### src/rtl/sram_march_bist_ctrl_if.sv
// BIST-port bus between the March C- controller and one single-port SRAM macro.
// The controller is the master; the macro (or its model) is the slave.
interface sram_march_bist_ctrl_if #(
   parameter int unsigned DW = 16,
   parameter int unsigned AW = 8
);
   logic          bist_en;
   logic          bist_men;
   logic          bist_wen;
   logic          bist_ren;
   logic [AW-1:0] bist_addr;
   logic [DW-1:0] bist_din;
   logic [DW-1:0] bist_bm;
   logic [DW-1:0] bist_dout;

   modport master (
      output bist_en, bist_men, bist_wen, bist_ren, bist_addr, bist_din, bist_bm,
      input  bist_dout
   );

   modport slave (
      input  bist_en, bist_men, bist_wen, bist_ren, bist_addr, bist_din, bist_bm,
      output bist_dout
   );
endinterface

### src/rtl/sram_march_bist_ctrl.sv
// March C- BIST controller: sequences one SRAM op per cycle, compares read data one
// cycle after the macro samples it, and keeps sticky pass/fail and first-fail diagnostics.
module sram_march_bist_ctrl #(
   parameter int unsigned DW = 16,
   parameter int unsigned AW = 8
) (
   input  logic                   clk_i,
   input  logic                   rst_ni,
   input  logic                   start_i,
   input  logic                   abort_i,
   input  logic [DW-1:0]          bg_i,
   output logic                   busy_o,
   output logic                   done_o,
   output logic                   pass_o,
   output logic                   fail_o,
   output logic [7:0]             err_cnt_o,
   output logic [AW-1:0]          fail_addr_o,
   output logic [2:0]             fail_elem_o,
   output logic [DW-1:0]          fail_syn_o,
   sram_march_bist_ctrl_if.master bist
);

   typedef enum logic [1:0] {StIdle, StRun, StCheck, StDone} state_e;

   state_e        state_q, state_d;
   logic [2:0]    elem_q, elem_d;
   logic [AW-1:0] addr_q, addr_d;
   logic          wr_ph_q, wr_ph_d;
   logic [DW-1:0] bg_q, bg_d;

   logic          en_q, en_d, men_q, men_d, wen_q, wen_d, ren_q, ren_d;
   logic [DW-1:0] din_q, din_d, bm_q, bm_d, exp_q, exp_d;

   logic          cmp_vld_q, cmp_vld_d;
   logic [DW-1:0] cmp_exp_q, cmp_exp_d;
   logic [AW-1:0] cmp_addr_q, cmp_addr_d;
   logic [2:0]    cmp_elem_q, cmp_elem_d;

   logic          busy_q, busy_d, done_q, done_d, pass_q, pass_d, fail_q, fail_d;
   logic [7:0]    err_q, err_d;
   logic [AW-1:0] faddr_q, faddr_d;
   logic [2:0]    felem_q, felem_d;
   logic [DW-1:0] fsyn_q, fsyn_d;

   logic          desc, pair, nxt_desc, is_wr, pat1, launch, mis;
   logic [2:0]    nxt_elem;
   logic [AW-1:0] last_addr;
   logic [DW-1:0] data, syn;

   // Sequencer: (elem, addr, wr_ph) names the op presented in the next cycle.
   always_comb begin
      state_d   = state_q;
      elem_d    = elem_q;
      addr_d    = addr_q;
      wr_ph_d   = wr_ph_q;
      bg_d      = bg_q;
      desc      = (elem_q == 3'd3) || (elem_q == 3'd4);
      pair      = (elem_q >= 3'd1) && (elem_q <= 3'd4);
      nxt_elem  = elem_q + 3'd1;
      nxt_desc  = (nxt_elem == 3'd3) || (nxt_elem == 3'd4);
      last_addr = desc ? '0 : '1;
      launch    = 1'b0;
      case (state_q)
         StIdle, StDone: begin
            if (start_i) begin
               launch  = 1'b1;
               state_d = StRun;
               elem_d  = 3'd0;
               addr_d  = '0;
               wr_ph_d = 1'b0;
               bg_d    = bg_i;
            end
         end
         StRun: begin
            if (pair && !wr_ph_q) begin
               wr_ph_d = 1'b1;
            end else begin
               wr_ph_d = 1'b0;
               if (addr_q == last_addr) begin
                  if (elem_q == 3'd5) begin
                     state_d = StCheck;
                     elem_d  = 3'd0;
                     addr_d  = '0;
                  end else begin
                     elem_d = nxt_elem;
                     addr_d = nxt_desc ? '1 : '0;
                  end
               end else begin
                  addr_d = desc ? addr_q - 1'b1 : addr_q + 1'b1;
               end
            end
         end
         StCheck: state_d = StDone;
         default: state_d = StIdle;
      endcase
      if (abort_i) begin
         state_d = StIdle;
         elem_d  = 3'd0;
         addr_d  = '0;
         wr_ph_d = 1'b0;
         launch  = 1'b0;
      end
   end

   // Macro pins are registered straight from the next op so they line up with addr_q.
   always_comb begin
      is_wr = (elem_d == 3'd0) || ((elem_d >= 3'd1) && (elem_d <= 3'd4) && wr_ph_d);
      pat1  = is_wr ? ((elem_d == 3'd1) || (elem_d == 3'd3))
                    : ((elem_d == 3'd2) || (elem_d == 3'd4));
      data  = pat1 ? ~bg_d : bg_d;
      en_d  = (state_d == StRun) || (state_d == StCheck);
      men_d = (state_d == StRun);
      wen_d = men_d && is_wr;
      ren_d = men_d && !is_wr;
      din_d = wen_d ? data : '0;
      bm_d  = wen_d ? '1 : '0;
      exp_d = ren_d ? data : '0;
   end

   // Compare stage sees the read presented two edges earlier, now on bist_dout.
   always_comb begin
      cmp_vld_d  = ren_q && !abort_i;
      cmp_exp_d  = exp_q;
      cmp_addr_d = addr_q;
      cmp_elem_d = elem_q;
      syn        = bist.bist_dout ^ cmp_exp_q;
      mis        = cmp_vld_q && (syn != '0);
      err_d      = err_q;
      fail_d     = fail_q;
      faddr_d    = faddr_q;
      felem_d    = felem_q;
      fsyn_d     = fsyn_q;
      if (abort_i || launch) begin
         err_d   = '0;
         fail_d  = 1'b0;
         faddr_d = '0;
         felem_d = '0;
         fsyn_d  = '0;
      end else if (mis) begin
         if (err_q != 8'hFF) err_d = err_q + 8'd1;
         if (!fail_q) begin
            faddr_d = cmp_addr_q;
            felem_d = cmp_elem_q;
            fsyn_d  = syn;
         end
         fail_d = 1'b1;
      end
      busy_d = en_d;
      done_d = (state_d == StDone);
      pass_d = done_d && !fail_d;
   end

   always_ff @(posedge clk_i or negedge rst_ni) begin
      if (!rst_ni) begin
         state_q    <= StIdle;
         elem_q     <= '0;
         addr_q     <= '0;
         wr_ph_q    <= 1'b0;
         bg_q       <= '0;
         en_q       <= 1'b0;
         men_q      <= 1'b0;
         wen_q      <= 1'b0;
         ren_q      <= 1'b0;
         din_q      <= '0;
         bm_q       <= '0;
         exp_q      <= '0;
         cmp_vld_q  <= 1'b0;
         cmp_exp_q  <= '0;
         cmp_addr_q <= '0;
         cmp_elem_q <= '0;
         busy_q     <= 1'b0;
         done_q     <= 1'b0;
         pass_q     <= 1'b0;
         fail_q     <= 1'b0;
         err_q      <= '0;
         faddr_q    <= '0;
         felem_q    <= '0;
         fsyn_q     <= '0;
      end else begin
         state_q    <= state_d;
         elem_q     <= elem_d;
         addr_q     <= addr_d;
         wr_ph_q    <= wr_ph_d;
         bg_q       <= bg_d;
         en_q       <= en_d;
         men_q      <= men_d;
         wen_q      <= wen_d;
         ren_q      <= ren_d;
         din_q      <= din_d;
         bm_q       <= bm_d;
         exp_q      <= exp_d;
         cmp_vld_q  <= cmp_vld_d;
         cmp_exp_q  <= cmp_exp_d;
         cmp_addr_q <= cmp_addr_d;
         cmp_elem_q <= cmp_elem_d;
         busy_q     <= busy_d;
         done_q     <= done_d;
         pass_q     <= pass_d;
         fail_q     <= fail_d;
         err_q      <= err_d;
         faddr_q    <= faddr_d;
         felem_q    <= felem_d;
         fsyn_q     <= fsyn_d;
      end
   end

   assign busy_o         = busy_q;
   assign done_o         = done_q;
   assign pass_o         = pass_q;
   assign fail_o         = fail_q;
   assign err_cnt_o      = err_q;
   assign fail_addr_o    = faddr_q;
   assign fail_elem_o    = felem_q;
   assign fail_syn_o     = fsyn_q;
   assign bist.bist_en   = en_q;
   assign bist.bist_men  = men_q;
   assign bist.bist_wen  = wen_q;
   assign bist.bist_ren  = ren_q;
   assign bist.bist_addr = addr_q;
   assign bist.bist_din  = din_q;
   assign bist.bist_bm   = bm_q;

endmodule

### src/flat_wrapper.sv
// flat-port wrapper written by rule: the top's interface ports become plain ports
module sram_march_bist_ctrl_flat 
#(
   parameter int unsigned DW = 16,
   parameter int unsigned AW = 8
)
  (clk_i, rst_ni, start_i, abort_i, bg_i, busy_o, done_o, pass_o, fail_o, err_cnt_o, fail_addr_o, fail_elem_o, fail_syn_o, bist_bist_en, bist_bist_men, bist_bist_wen, bist_bist_ren, bist_bist_addr, bist_bist_din, bist_bist_bm, bist_bist_dout);
  sram_march_bist_ctrl_if #(.DW(DW), .AW(AW)) bist_i ();
  input  logic clk_i;
  input  logic rst_ni;
  input  logic start_i;
  input  logic abort_i;
  input  logic [DW-1:0] bg_i;
  output logic busy_o;
  output logic done_o;
  output logic pass_o;
  output logic fail_o;
  output logic [7:0] err_cnt_o;
  output logic [AW-1:0] fail_addr_o;
  output logic [2:0] fail_elem_o;
  output logic [DW-1:0] fail_syn_o;
  output wire logic [$bits(bist_i.bist_en)-1:0] bist_bist_en;
  output wire logic [$bits(bist_i.bist_men)-1:0] bist_bist_men;
  output wire logic [$bits(bist_i.bist_wen)-1:0] bist_bist_wen;
  output wire logic [$bits(bist_i.bist_ren)-1:0] bist_bist_ren;
  output wire logic [$bits(bist_i.bist_addr)-1:0] bist_bist_addr;
  output wire logic [$bits(bist_i.bist_din)-1:0] bist_bist_din;
  output wire logic [$bits(bist_i.bist_bm)-1:0] bist_bist_bm;
  input wire logic [$bits(bist_i.bist_dout)-1:0] bist_bist_dout;
  assign bist_bist_en = bist_i.bist_en;
  assign bist_bist_men = bist_i.bist_men;
  assign bist_bist_wen = bist_i.bist_wen;
  assign bist_bist_ren = bist_i.bist_ren;
  assign bist_bist_addr = bist_i.bist_addr;
  assign bist_bist_din = bist_i.bist_din;
  assign bist_bist_bm = bist_i.bist_bm;
  assign bist_i.bist_dout = bist_bist_dout;
  sram_march_bist_ctrl #(.DW(DW), .AW(AW)) u_core (.clk_i(clk_i), .rst_ni(rst_ni), .start_i(start_i), .abort_i(abort_i), .bg_i(bg_i), .busy_o(busy_o), .done_o(done_o), .pass_o(pass_o), .fail_o(fail_o), .err_cnt_o(err_cnt_o), .fail_addr_o(fail_addr_o), .fail_elem_o(fail_elem_o), .fail_syn_o(fail_syn_o), .bist(bist_i));
endmodule
### config.mk
export PLATFORM = sky130hd
export DESIGN_NAME = sram_march_bist_ctrl_flat
export DESIGN_NICKNAME = d
export VERILOG_FILES = /design/src/rtl/sram_march_bist_ctrl_if.sv /design/src/rtl/sram_march_bist_ctrl.sv /design/src/flat_wrapper.sv
export SDC_FILE = /design/constraint.sdc
export NUM_CORES = 1
export LEC_CHECK = 0
export CORE_ASPECT_RATIO = 1.5
export CORE_MARGIN = 10
export CORE_UTILIZATION = 30
export CTS_CLUSTER_DIAMETER = 150
export DETAILED_ROUTE_END_ITERATION = 8
export GPL_TIMING_DRIVEN = 0
export PLACE_DENSITY_LB_ADDON = 0.05
export SLEW_MARGIN = 20
export SYNTH_ARGS = -nofsm -noshare
export SYNTH_HDL_FRONTEND = slang
export SYNTH_SLANG_ARGS = --single-unit
export TNS_END_PERCENT = 1
### constraint.sdc
create_clock -name clk_i -period 3.55 [get_ports clk_i]
set_input_delay 0.71 -clock clk_i [delete_from_list [all_inputs] [get_ports clk_i]]
set_output_delay 0.71 -clock clk_i [all_outputs]
set_load 0.02 [all_outputs]
==> results.yml, run 1 <==
outcome:
  status: "finished, violations left"
  violations: "negative setup slack"
pwr:
  p_leak_uw: 0.003638
  powerDensity_mw_per_mm2: 463.0
  ir_drop_v: 0.0002418
placed_design:
  gp_congestion: 0.7595
  dp.cells: 872
  dpl.hpwl_um: 10780
  port-buffer-count: 118
sta:
  setup_violations: 16
  period_share_pct: 101.3
  final-hold-violation-count: 0
  slew_violations: 0
  clock_skew_ps: 12.96
  relSlewSlack_pct: 40.91
  fin_crit_ps: 3597
  tightestPinTransition_ps: 883.0
  max_clock_freq_mhz: 278.0
  rsz0062_at_grt: "true"
  setup_ws_ps: -47.39
grt:
  grt_pass1_wl_um: 24820
  grt_usage_pct: 12.33
  grt_pass1_vias: 4576
  grt_max_degree: 81
  antenna_found_initial: 0
  grt_remaining_overflow: 0
clock_tree:
  cts_buffer_depth: 2
  cts_tree: "built"
  path_clk_slew_ps: 60
  cts_buffers: 17
  clk_latency_ps: 420
  clock_sinks: 132
  clock-root-buffer: "clkbuf_16"
  h-tree-depth: 4
route:
  drt-vias-per-instance: 4.400
  wl_per_cell_um: 16.17
  remaining_drc_errors: 0
  drt_iter0_drc: 187
  ant_nets: 0
  wirelength_um: 15070
  drt_pass1_iterations: 4
  vias: 4101
worst_setup_path:
  r2r_slack_ps: -50
  critPathKind: "reg2reg"
  required_ps: 3850
  crit_path_top_delay_cell: "or4_4"
  r2r-start: "u_core.cmp_elem_d[2]$_DFF_PN0_"
  slowest_delay_ps: 580
  crit_arrival_ps: 3890
  critical_path.max_fanout: 7
  critPathLaunchType: "flip-flop"
  crit_top_cell: "buf_6"
  endpoint_kind: "flip-flop"
  r2r_cells: 14
  timing.rr.end: "u_core.bist.bist_din[9]$_DFF_PN0_"
  path_cells: "buf_4 > or3b_4 > nand2_8 > ha_4 > nand4_1 > or4_4 > a211o_1 > o211a_4 > o21ba_4 > a22o_1 > buf_6 > a21oi_4 > buf_6 > o22ai_1"
worst_hold_path:
  hold_path.class: "in2async"
yosys:
  async_flop_share_pct: 100.0
  yosysMostFrequentCell: "dfrtp_1"
  yosys-top-cells-area: "dfrtp_1, xnor2_1, mux2i_1"
  ys_seq_elements: 132
  synthTopCellsByCount: "dfrtp_1, nor2_1, nand2_1"
  syn_area_per_cell_um2: 11.59
  yosys.area.top_type: "dfrtp_1"
  ys_dominant_reg_cell: "dfrtp_1"
  yosysSeqAreaShare_pct: 57.34
  synth_edf_count: 0
  yosysTopAreaCellShare_pct: 57.34
  netlist_area_mm2: 0.005761
  synth_warnings: 0
  syn-instance-count: 497
  synth_cell_types: 55
  synth_nets: 546
flow_run:
  cap_violations: 0
floorplanning:
  fp.dieW_um: 133.1
  dieArea_mm2: 0.02526
  io-pin-count: 119
  std_cell_rows: 62
  initial_core_util_pct: 30.31
  die_y_um: 189.7
  core-area_mm2: 0.01901
cells_and_area:
  nets: 712
  drive_gt1_share_pct: 20.12
  fin_cells: 932
  num_antenna_cells: 0
  final_util_pct: 44.19
  area_growth_pct: 45.79
## power by group
part	leakage (µW)	internal [µW]	switching [µW]
Combinational	0.00155	238	244
Clock	0.000299	1130	694
Sequential	0.00179	1560	24.2
Total	0.00364	2930	962
## cell families after synthesis
group	after synthesis	share of synthesized area (%)
XOR/XNOR	45	6.842
buffers and inverters	50	4.843
adder cells (fa/ha/maj)	13	2.954
AND/OR/NAND/NOR	143	11.92
AO/OA/AOI/OAI	78	9.492
multiplexers	36	6.603
flip-flops	132	57.34
## metal layers
metal | vias up | routed length, µm | GRT usage (%)
met4 | 0 | 224 | 4.366
met2 | 100 | 7583 | 20.98
met5 | - | 0 | 0
li1 | 2016 | - | -
met3 | 18 | 858 | 4.197
met1 | 1967 | 6406 | 14.12
## stage by stage
stage | area [µm²] | total power (µW) | hold WS, ps | setup slack [ps] | TNS, ps
6_report | 8398 | 3888 | 187.5 | -47.39 | -582.5
5_1_grt | 8398 | 4065 | 210.8 | -196.4 | -4335
4_1_cts | 8303 | 3943 | 199.6 | -7.183 | -26.05
3_5_place_dp | 7355 | 2084 | 334.7 | -593.4 | -17920
3_3_place_gp | 7322 | 2079 | 334.3 | -3645 | -495380
2_1_floorplan | 5821 | 1863 | 331.2 | 7.919 | 0
## placed cells by master (no fill, tap or decap), types with 3 or more instances in the layout
master	instances
nor2b_1	18
a211o_1	3
a21oi_1	11
and3_1	3
ha_4	7
o22ai_1	16
mux2i_1	20
a211oi_1	8
a21o_1	4
nor4_1	3
clkbuf_1	11
xnor2_1	29
nand2_1	32
mux2_2	16
nor2_1	52
clkbuf_16	17
inv_1	13
nor2b_2	3
o21ai_0	11
xor2_1	15
o21bai_1	3
dfrtp_1	131
buf_6	10
nor3_1	3
clkdlybuf4s50_1	117
buf_4	42
bufinv_16	3
inv_6	6
ha_1	5
nand2b_1	4
clkinv_4	3
nand4_1	7
## final cells by class
cell class / instances / area [µm²]
flip-flops and latches: 132 / 3304
plain buffers: 35 / 255.2
clock inverters: 14 / 187.7
well taps: 256 / 320.3
fillers: 1832 / 10610
multi-input cells: 315 / 2389
repair buffers: 149 / 1464
clock buffers: 18 / 429.2
inverters: 13 / 48.80
## worst max-delay path: cells and delay by family (launching register included)
| family | cells | cell delay (ps) |
|---|---|---|
| adders and majority gates | 1 | 150 |
| DFF | 1 | 390 |
| buffers and inverters | 3 | 460 |
| AOI/OAI and AO/OA | 6 | 1240 |
| and+or+nand+nor | 4 | 1260 |
## flip-flops by register name (all words and copies together) (netlist names)
| register | count |
|---|---|
| u_core.fail_syn_o | 16 |
| u_core.cmp_exp_d | 16 |
| u_core.pass_o | 1 |
| u_core.bist.bist_men | 1 |
| u_core.fail_o | 1 |
| u_core.cmp_elem_d | 3 |
| u_core.cmp_elem_q | 3 |
| u_core.err_cnt_o | 8 |
| u_core.wr_ph_q | 1 |
| u_core.bg_q | 16 |
| u_core.bist.bist_addr | 8 |
| u_core.fail_elem_o | 3 |
| u_core.done_o | 1 |
| u_core.cmp_exp_q | 16 |
| u_core.cmp_vld_q | 1 |
| u_core.state_q | 2 |
| u_core.fail_addr_o | 8 |
| u_core.bist.bist_ren | 1 |
| u_core.bist.bist_en | 1 |
| u_core.cmp_addr_q | 8 |
| u_core.bist.bist_din | 16 |
| u_core.bist.bist_bm | 1 |
## repair_timing
action                                 CTS  global route
endpoints found under the hold margin    0             0
pin swaps                               19             6
gates cloned                             3             0
buffers inserted                        20             7
hold buffers                             0             0
setup endpoints to repair               34            35
resized for setup                       28            17
## worst max path at each step
stage	endpoint	slack (ps)	start	cells after the start
2_1_floorplan	u_core.cmp_exp_d[15]$_DFF_PN0_	8	u_core.cmp_elem_d[1]$_DFF_PN0_	16
3_3_place_gp	u_core.done_o$_DFF_PN0_	-3640	rst_ni	1
3_5_place_dp	u_core.bist.bist_din[14]$_DFF_PN0_	-590	u_core.cmp_elem_d[1]$_DFF_PN0_	16
4_1_cts	u_core.bist.bist_din[15]$_DFF_PN0_	-7	u_core.cmp_elem_d[2]$_DFF_PN0_	15
5_1_grt	u_core.bist.bist_din[15]$_DFF_PN0_	-200	u_core.cmp_elem_d[2]$_DFF_PN0_	14
6_report	u_core.bist.bist_din[9]$_DFF_PN0_	-50	u_core.cmp_elem_d[2]$_DFF_PN0_	14
Note: power is estimated with default switching activity, not from simulation.
==> inputs of run 2 (changes only) <==
--- a/config.mk
+++ b/config.mk
@@ -5,6 +5,7 @@
 export SDC_FILE = /design/constraint.sdc
 export NUM_CORES = 1
 export LEC_CHECK = 0
+export ABC_CLOCK_PERIOD_IN_PS = 3550
 export CORE_ASPECT_RATIO = 1.5
 export CORE_MARGIN = 10
 export CORE_UTILIZATION = 30
==> results of run 2 <==
The final DEF is identical to that of run 1; final timing and power are the same.
